==> src/rtl/decode_stage.sv <==
// Instruction decode stage: field extraction, register read, scoreboard hazard
// detection and a single-entry output register feeding the ALU.
module decode_stage (
  input  logic        clk,
  input  logic        reset,
  input  logic        if_valid,
  input  logic [31:0] if_instr,
  input  logic [31:0] if_pc,
  output logic        id_ready,
  output logic [4:0]  rf_raddr_a,
  output logic [4:0]  rf_raddr_b,
  input  logic [31:0] rf_rdata_a,
  input  logic [31:0] rf_rdata_b,
  input  logic        wb_valid,
  input  logic [4:0]  wb_rd,
  input  logic        flush,
  output logic        ex_valid,
  input  logic        ex_ready,
  output logic [6:0]  ex_op,
  output logic [31:0] ex_x,
  output logic [31:0] ex_y,
  output logic [31:0] ex_sdata,
  output logic [31:0] ex_imm,
  output logic [4:0]  ex_rd,
  output logic        ex_wr_en,
  output logic [31:0] ex_pc,
  output logic        ex_illegal
);

  localparam logic [6:0] OP_ADD  = 7'h01;
  localparam logic [6:0] OP_SUB  = 7'h02;
  localparam logic [6:0] OP_MUL  = 7'h03;
  localparam logic [6:0] OP_LDB  = 7'h04;
  localparam logic [6:0] OP_LDW  = 7'h05;
  localparam logic [6:0] OP_STB  = 7'h06;
  localparam logic [6:0] OP_STW  = 7'h07;
  localparam logic [6:0] OP_MOV  = 7'h08;
  localparam logic [6:0] OP_BEQ  = 7'h09;
  localparam logic [6:0] OP_JUMP = 7'h0A;
  localparam logic [6:0] OP_TLBW = 7'h0B;
  localparam logic [6:0] OP_IRET = 7'h0C;

  logic [6:0]  op_s;
  logic [4:0]  fa_s, fb_s, fc_s;
  logic [31:0] imm15_s, imm20_s, imm25_s;
  logic        use_a_s, use_b_s;
  logic [31:0] dec_x_s, dec_y_s, dec_sdata_s, dec_imm_s;
  logic [4:0]  dec_rd_s;
  logic        dec_wr_s, dec_wr_en_s, dec_illegal_s;
  logic        hit_a_s, hit_b_s, hazard_s, accept_s, transfer_s;
  logic [31:0] pending_r, clr_mask_s, set_mask_s, pending_next_s;

  assign op_s    = if_instr[31:25];
  assign fa_s    = if_instr[24:20];
  assign fb_s    = if_instr[19:15];
  assign fc_s    = if_instr[14:10];
  assign imm15_s = {{17{if_instr[14]}}, if_instr[14:0]};
  assign imm20_s = {{12{if_instr[19]}}, if_instr[19:0]};
  assign imm25_s = {{7{if_instr[24]}}, if_instr[24:0]};

  // Per-opcode operand selection; fields an opcode does not use stay zero.
  always_comb begin
    rf_raddr_a    = 5'd0;
    rf_raddr_b    = 5'd0;
    use_a_s       = 1'b0;
    use_b_s       = 1'b0;
    dec_x_s       = 32'd0;
    dec_y_s       = 32'd0;
    dec_sdata_s   = 32'd0;
    dec_imm_s     = 32'd0;
    dec_rd_s      = 5'd0;
    dec_wr_s      = 1'b0;
    dec_illegal_s = 1'b0;
    case (op_s)
      OP_ADD, OP_SUB, OP_MUL: begin
        rf_raddr_a = fb_s; rf_raddr_b = fc_s; use_a_s = 1'b1; use_b_s = 1'b1;
        dec_rd_s = fa_s; dec_x_s = rf_rdata_a; dec_y_s = rf_rdata_b; dec_wr_s = 1'b1;
      end
      OP_LDB, OP_LDW: begin
        rf_raddr_a = fb_s; use_a_s = 1'b1;
        dec_rd_s = fa_s; dec_x_s = rf_rdata_a; dec_y_s = imm15_s; dec_wr_s = 1'b1;
      end
      OP_STB, OP_STW: begin
        rf_raddr_a = fb_s; rf_raddr_b = fa_s; use_a_s = 1'b1; use_b_s = 1'b1;
        dec_x_s = rf_rdata_a; dec_y_s = imm15_s; dec_sdata_s = rf_rdata_b;
      end
      OP_MOV: begin
        dec_rd_s = fa_s; dec_x_s = imm20_s; dec_wr_s = 1'b1;
      end
      OP_BEQ: begin
        rf_raddr_a = fa_s; rf_raddr_b = fb_s; use_a_s = 1'b1; use_b_s = 1'b1;
        dec_x_s = rf_rdata_a; dec_y_s = rf_rdata_b; dec_imm_s = imm15_s;
      end
      OP_JUMP: begin
        dec_imm_s = imm25_s;
      end
      OP_TLBW: begin
        rf_raddr_a = fb_s; rf_raddr_b = fc_s; use_a_s = 1'b1; use_b_s = 1'b1;
        dec_x_s = rf_rdata_a; dec_y_s = rf_rdata_b;
      end
      OP_IRET: begin
        dec_wr_s = 1'b0;
      end
      default: begin
        dec_illegal_s = 1'b1;
      end
    endcase
  end

  assign dec_wr_en_s = dec_wr_s && (dec_rd_s != 5'd0);

  // A source stalls on the registered mask or on the held entry's destination.
  assign hit_a_s = use_a_s && (rf_raddr_a != 5'd0) &&
                   (pending_r[rf_raddr_a] || (ex_valid && ex_wr_en && (ex_rd == rf_raddr_a)));
  assign hit_b_s = use_b_s && (rf_raddr_b != 5'd0) &&
                   (pending_r[rf_raddr_b] || (ex_valid && ex_wr_en && (ex_rd == rf_raddr_b)));
  assign hazard_s   = hit_a_s || hit_b_s;
  assign id_ready   = !reset && !flush && !hazard_s && (!ex_valid || ex_ready);
  assign accept_s   = if_valid && id_ready;
  assign transfer_s = ex_valid && ex_ready;

  // Set is applied after clear so a same-cycle set of one bit wins.
  assign clr_mask_s     = wb_valid ? (32'd1 << wb_rd) : 32'd0;
  assign set_mask_s     = (transfer_s && ex_wr_en && !flush) ? (32'd1 << ex_rd) : 32'd0;
  assign pending_next_s = ((pending_r & ~clr_mask_s) | set_mask_s) & 32'hFFFF_FFFE;

  // Output register and scoreboard state.
  always_ff @(posedge clk) begin
    if (reset) begin
      pending_r  <= 32'd0;
      ex_valid   <= 1'b0;
      ex_op      <= 7'd0;
      ex_x       <= 32'd0;
      ex_y       <= 32'd0;
      ex_sdata   <= 32'd0;
      ex_imm     <= 32'd0;
      ex_rd      <= 5'd0;
      ex_wr_en   <= 1'b0;
      ex_pc      <= 32'd0;
      ex_illegal <= 1'b0;
    end else begin
      pending_r <= pending_next_s;
      if (flush) begin
        ex_valid <= 1'b0;
      end else if (accept_s) begin
        ex_valid   <= 1'b1;
        ex_op      <= op_s;
        ex_x       <= dec_x_s;
        ex_y       <= dec_y_s;
        ex_sdata   <= dec_sdata_s;
        ex_imm     <= dec_imm_s;
        ex_rd      <= dec_rd_s;
        ex_wr_en   <= dec_wr_en_s;
        ex_pc      <= if_pc;
        ex_illegal <= dec_illegal_s;
      end else if (transfer_s) begin
        ex_valid <= 1'b0;
      end else begin
        ex_valid <= ex_valid;
      end
    end
  end

endmodule

==> config.mk <==
export PLATFORM = sky130hd
export DESIGN_NAME = decode_stage
export DESIGN_NICKNAME = d
export VERILOG_FILES = /design/src/rtl/decode_stage.sv
export SDC_FILE = /design/constraint.sdc
export NUM_CORES = 1
export LEC_CHECK = 0
export ABC_AREA = 1
export BUFFER_PORTS_ARGS = -buffer_cell sky130_fd_sc_hd__clkbuf_2
export CAP_MARGIN = 25
export CORE_MARGIN = 3
export CORE_UTILIZATION = 48
export DETAILED_ROUTE_END_ITERATION = 10
export PLACE_DENSITY = 0.77
export SLEW_MARGIN = 20
export SYNTH_ARGS = -nofsm -noshare
export SYNTH_HDL_FRONTEND = slang
export SYNTH_SLANG_ARGS = --single-unit
==> constraint.sdc <==
create_clock -name clk -period 2.66 [get_ports clk]
set_input_delay 0.266 -clock clk [delete_from_list [all_inputs] [get_ports clk]]
set_output_delay 0.266 -clock clk [all_outputs]
set_load 0.02 [all_outputs]
# --- Word level (Yosys, flattened, before mapping) ---
# Cells that the tools add are included.
op_classes:
  bitwise_logic: 4
  n_reduce_logical: 38
  eq_ne: 14
  magnitude_cmp: 2
  shift: 2
  mux: 19
ops:
  columns: ["op", "n"]
  rows:
  - ["one-hot mux 32 bit (2 select lines)", 3]
  - ["two-way mux 32 bit", 3]
  - ["left shift 1 x 5 -> 32 bit (first input constant)", 2]
  - ["equality test 7 x 4 -> 1 bit (second input constant)", 5]
  - ["bitwise AND 32 bit", 1]
  - ["NOT 32 bit", 1]
  - ["bitwise OR 32 bit", 1]
  - ["equality test 7 x 3 -> 1 bit (second input constant)", 4]
  - ["logical AND 1 bit", 15]
  - ["one-hot mux 5 bit (3 select lines)", 1]
  - ["nonzero test 5 bit", 3]
  - ["equality test 7 x 2 -> 1 bit (second input constant)", 2]
  - ["less-than comparator 5 x 6 -> 1 bit (second input constant)", 2]
  - ["OR reduction 12 bit", 1]
  - ["binary-select mux 1 bit (select 5 bit)", 2]
  - ["equality test 5 bit", 2]
  - ["one-hot mux 5 bit (2 select lines)", 1]
  - ["OR reduction 9 bit", 1]
  - ["two-way mux 1 bit", 8]
  - ["OR reduction 4 bit", 2]
  - ["OR reduction 8 bit", 1]
  - ["equality test 7 x 1 -> 1 bit (second input constant)", 1]
  - ["OR reduction 7 bit", 1]
  - ["OR reduction 6 bit", 1]
  - ["other kinds (8)", 15]
totals:
  elab_cells: 91
  out_inout_bits: 186
  in_bits: 139
  ff_bits: 207

# --- Longest topological paths before layout ---
logic_depth:
  depth_word: 13
  mapped_depth: 24
  depth_no_buf: 22

# --- Worst setup path before layout ---
# Ideal clock, no wire load.
synth_timing:
  path_kind: "input-to-output"
  start: "input if_instr[29]"
  end: "output id_ready"
  slack_ns: -0.140
  stages: 18
  arrival_ns: 2.534
  t_required_ns: 2.394
  n_path_buf: 2
  cell_sequence: "nor2_1 -> nand2_1 -> nor2_1 -> nand2_1 -> nand3_1 -> nor2_1 -> o21bai_2 -> nand3_1 -> nand2_1 -> nand2_1 -> nand2_1 -> nand2_1 -> nand3_1 -> nand3_1 -> nand2_2 -> buf_2 -> buf_2 -> and2_1"
synth_via:
  elab_chain_cells: 11
  word_cells_on_any_way: 38
  cone_classes: "eq/ne (11); mux (8); reduce/logical (19)"
synth_rtl:
  columns: ["item", "line_no", "source"]
  rows:
  - ["start: declaration", "7", "input logic [31:0] if_instr,"]
  - ["equality test 7 x 4 -> 1 bit (tied with other cells)", "74", "case (op_s)"]
  - ["OR reduction 8 bit (no source line)", null, null]
  - ["one-hot mux 5 bit (2 select lines) (*)", "74", null]
  - ["named net rf_raddr_a[1]", "10", "output logic [4:0] rf_raddr_a,"]
  - ["binary-select mux 1 bit (select 5 bit) / equality test 5 bit (equally long branches)", "114", "(pending_r[rf_raddr_a] || (ex_valid && ex_wr_en && (ex_rd == rf_raddr_a)));"]
  - ["two-way mux 1 bit (not written as such) / logical AND 1 bit (equally long branches)", "114", null]
  - ["logical OR 1 bit", "114", null]
  - ["logical AND 1 bit (*)", "113", "assign hit_a_s = use_a_s && (rf_raddr_a != 5'd0) &&"]
  - ["logical OR 1 bit (*)", "117", "assign hazard_s = hit_a_s || hit_b_s;"]
  - ["logical NOT 1 bit (*)", "118", "assign id_ready = !reset && !flush && !hazard_s && (!ex_valid || ex_ready);"]
  - ["logical AND 1 bit (*) (2 in series)", "118", null]
  - ["end: declaration", "9", "output logic id_ready,"]
# Mark *: on every way through the listed nets, which the timed path passes. The rest lies on a longest branch. The select of a mux whose other input is x is not followed.

# --- Final worst setup path ---
layout_timing:
  start: "input if_instr[26]"
  end: "output id_ready"
layout_via:
  elab_chain_cells: 11
  word_cells_on_any_way: 38
  cone_classes: "eq/ne (11); mux (8); reduce/logical (19)"
layout_rtl:
  columns: ["item", "line_no"]
  rows:
  - ["equality test 7 x 4 -> 1 bit (tied with other cells)", "74"]
  - ["OR reduction 8 bit (no source line) (tied with other cells)", null]
  - ["one-hot mux 5 bit (2 select lines) / one-hot mux 5 bit (3 select lines) (equally long branches)", "74"]
  - ["binary-select mux 1 bit (select 5 bit) (tied with other cells)", "114"]
  - ["two-way mux 1 bit (not written as such) (tied with other cells)", "114"]
  - ["logical OR 1 bit (on tied branches)", "114, 116"]
  - ["logical AND 1 bit (on tied branches)", "113, 115"]
  - ["logical OR 1 bit (*)", "117"]
  - ["logical NOT 1 bit (*)", "118"]
  - ["logical AND 1 bit (*) (2 in series)", "118"]
# Every way passes the cells marked *; elsewhere a longest branch is shown, timed or not. The select of a mux whose other input is x is not followed.

==> run_results.csv <==
group,metric,value,unit
status,outcome,"finished, violations left",
status,violations,"setup timing",
synthesis,async_flop_share,0,
finish,multi_input_area,6030,um2
clocking,cts_tree,"built",
sta,hold_viol_final,0,
synthesis,synth_xor_area_frac,0.00225,
clocking,clk_path_buf_depth,2,
synthesis,yosys_warnings,0,
finish,antenna_cells,0,
finish,nNetsFinal,2455,
power,peakVddDrop,350,uV
clocking,clock_latency,0.45,ns
grt,antenna_found_initial,0,
grt,overflow,0,
floorplan,die_h,162,um
routing,ant_nets,0,
sta,fin_crit_sh,1.02,
synthesis,syn_area_per_cell,5.98,um2
placement,place_hpwl,29400,um
sta,tightest_slew,0.661,ns
sta,finClkSkew,0.0131,ns
grt,grt_pass1_wl,64500,um
finish,final_core_util,0.676,
synthesis,synth_top_family_by_area,"simple AND/OR/NAND/NOR gates",
sta,drv_slew,0,
clocking,cts-root-buf,"clkbuf_16",
routing,post_drt_wl_per_cell,16.4,um
placement,gp_congestion,0.988,
synthesis,synth_cell_type_count,37,
synthesis,synth_mux_area_frac,0,
routing,wl_met2,21200,um
finish,drive_gt1_frac,0.308,
grt,grt_pass1_vias,12500,
placement,portBuffers,324,
sta,finalCriticalPeriod,2.70,ns
grt,grt_max_degree,72,
synthesis,syn-cell-area,11700,um2
worst_setup_path,critPathKind,"in -> out",
routing,remaining_drc_errors,0,
power,leakagePower,8.31,nW
floorplan,die-width,162,um
power,p_total,0.00741,W
routing,top_layer,"met4",
sta,rsz0062_at_grt,"yes",
floorplan,std_cell_rows,56,
finish,layout.area.seq,3980,um2
synthesis,syn_inst,1950,
grt,grt.total_usage,0.302,
sta,worst_slack,-0.0408,ns
clocking,htreeDepth,4,
sta,setup_viol,2,
synthesis,synth_seq_cells,199,
routing,routed_wl,43300,um
synthesis,synthAdderAreaFrac,0,
flow_run,maxCapViolations,0,
routing,viasPerCell,5.23,
routing,drt_iter0_drc,1561,
routing,dr_wl_met3,3410,um
routing,first_pass_iters,5,
power,p_per_area,463,nW/um2
finish,fin_cells,2648,
routing,vias,13900,
synthesis,ys.flop_type,"dfxtp_1",
synthesis,synthSimpleGateAreaFrac,0.391,
clocking,cts-buffers-inserted,17,
sta,slew_headroom,0.559,
worst_setup_path,worstPathRequired,2.39,ns
floorplan,ioPinCount,325,
worst_setup_path,cp_max_fo,15,
synthesis,seq_area_frac_synth,0.342,
worst_setup_path,startpoint_type,"primary input",
sta,max_freq,0.370,GHz
synthesis,synth_compound_area_frac,0.0772,
hold_path,hold_class,"in -> reg",
synthesis,synth.net_count,2089,
worst_setup_path,critPathCaptureType,"primary output",
floorplan,die_area,26200,um2
routing,met1_length,17500,um
floorplan,start_util,0.492,
clocking,path_clk_slew,0.07,ns
synthesis,synth_edf_count,0,
worst_setup_path,worstPathArrival,2.43,ns
placement,dpl.cell_count,2579,
finish,n_fill_cell,2128,
floorplan,core,23700,um2
finish,syn_to_final_growth,37.2,%
clocking,cts_sinks,199,
==> registers in the layout, summed over array words and instances (netlist names), 5 cells and up <==
name	cells
ex_op	7
ex_imm	25
ex_sdata	32
ex_pc	32
pending_r	31
ex_x	32
ex_rd	5
ex_y	32
==> area by class of cell <==
| type | instances | area share |
|---|---|---|
| clock buffer | 19 | 0.0277 |
| clock inverter | 13 | 0.00961 |
| inverter | 424 | 0.101 |
| multi-input combinational | 1191 | 0.377 |
| sequential | 199 | 0.249 |
| tap | 319 | 0.0249 |
| timing repair buffer | 483 | 0.211 |
==> cells in the mapped netlist, types with 33 or more instances <==
| master | instances | area (um2) |
|---|---|---|
| inv_1 | 326 | 1220 |
| nor2_1 | 214 | 803 |
| buf_2 | 46 | 230 |
| o21ai_0 | 43 | 215 |
| dfxtp_1 | 199 | 3980 |
| clkbuf_1 | 64 | 240 |
| nand3_1 | 101 | 505 |
| a21oi_1 | 65 | 325 |
| a22oi_1 | 33 | 248 |
| nand2_1 | 510 | 1910 |
| inv_2 | 93 | 349 |
| nand4_1 | 175 | 1090 |
==> critical path, stage by stage <==
cell and delay (ns):
clkbuf_2 0.15, nand2_1 0.16, nor2_2 0.20, nand2_4 0.08
nand3_4 0.10, buf_6 0.12, nand2_4 0.06, buf_12 0.16
nand3_1 0.09, nand3_1 0.12, nand3_1 0.14, nand3_2 0.08
nand3_2 0.09, nand3_2 0.09, a21oi_4 0.16, buf_6 0.12
and2_4 0.13, buf_8 0.11
==> logic make-up (layout without fill, tap and decap cells) <==
logic type,Yosys count,after routing
AOI/OAI and AO/OA,153,153
DFF,199,199
xor gates and xnor gates,3,3
buffers and inverters,560,939
and+or+nand+nor,1035,1035
==> layer usage <==
metal | up-vias | track usage
met5 | - | 0
met4 | 0 | 0.0950
met3 | 94 | 0.0462
met2 | 669 | 0.518
met1 | 6350 | 0.392
li1 | 6749 | -
==> metrics by stage <==
step	TNS, ns	setup slack, ns	cell area (um2)	hold WS [ns]
floorplan	0	0.00815	11700	0.454
global placement	-52.02	-0.364	14300	0.469
detailed placement	-62.28	-0.417	14300	0.487
CTS	-0.000900	-0.000900	15400	0.120
global route	-6.17	-0.126	16000	0.148
finish	-0.0465	-0.0408	16000	0.123
==> cell usage in the layout (no fill, tap or decap), types with 3 or more instances in the layout <==
cell type / n
nand2_1: 492
inv_1: 324
clkbuf_2: 316
dfxtp_1: 199
nor2_1: 194
nand4_1: 175
buf_4: 107
inv_2: 87
a21oi_1: 64
nand3_1: 61
o21ai_0: 42
a22oi_1: 33
nand3_2: 33
buf_12: 25
buf_6: 22
clkbuf_16: 20
nor2_2: 15
nand2_2: 12
nand2_4: 11
nand3_4: 10
nor3_1: 9
inv_6: 9
nor2_4: 9
inv_4: 6
clkinv_8: 5
nor4_1: 4
clkinv_1: 4
buf_8: 4
xor2_1: 3
buf_16: 3
clkbuf_4: 3
==> path summary, 6_finish.rpt <==
kind / from / endpoint / slack (ns) / cells after the start
worst max register to register: pending_r[20]$_SDFF_PP0_ / ex_pc[0]$_SDFFE_PP0P_ / 0.54 / 17
worst max-delay path: if_instr[26] / id_ready / -0.04 / 18
worst min register to register: pending_r[17]$_SDFF_PP0_ / pending_r[17]$_SDFF_PP0_ / 0.50 / 2
worst min-delay path: ex_ready / ex_valid$_SDFFE_PP0P_ / 0.12 / 4
==> timing repair <==
item / in CTS / in global routing
buffers inserted: 20 / 12
pin swaps: 37 / 43
hold buffers: 0 / 0
cloned: 2 / 4
resized for setup: 78 / 92
endpoints found under the setup margin: 1 / 168
==> report_power, final <==
part / total [W] / switching (W) / internal, W / leakage [nW]
clock network: 0.00268 / 0.00139 / 0.00129 / 0.290
registers: 0.00319 / 0.0000771 / 0.00311 / 1.62
logic: 0.00154 / 0.000981 / 0.000562 / 6.40
total: 0.00741 / 0.00244 / 0.00497 / 8.31
No activity file was read; power rests on OpenSTA's default activity.
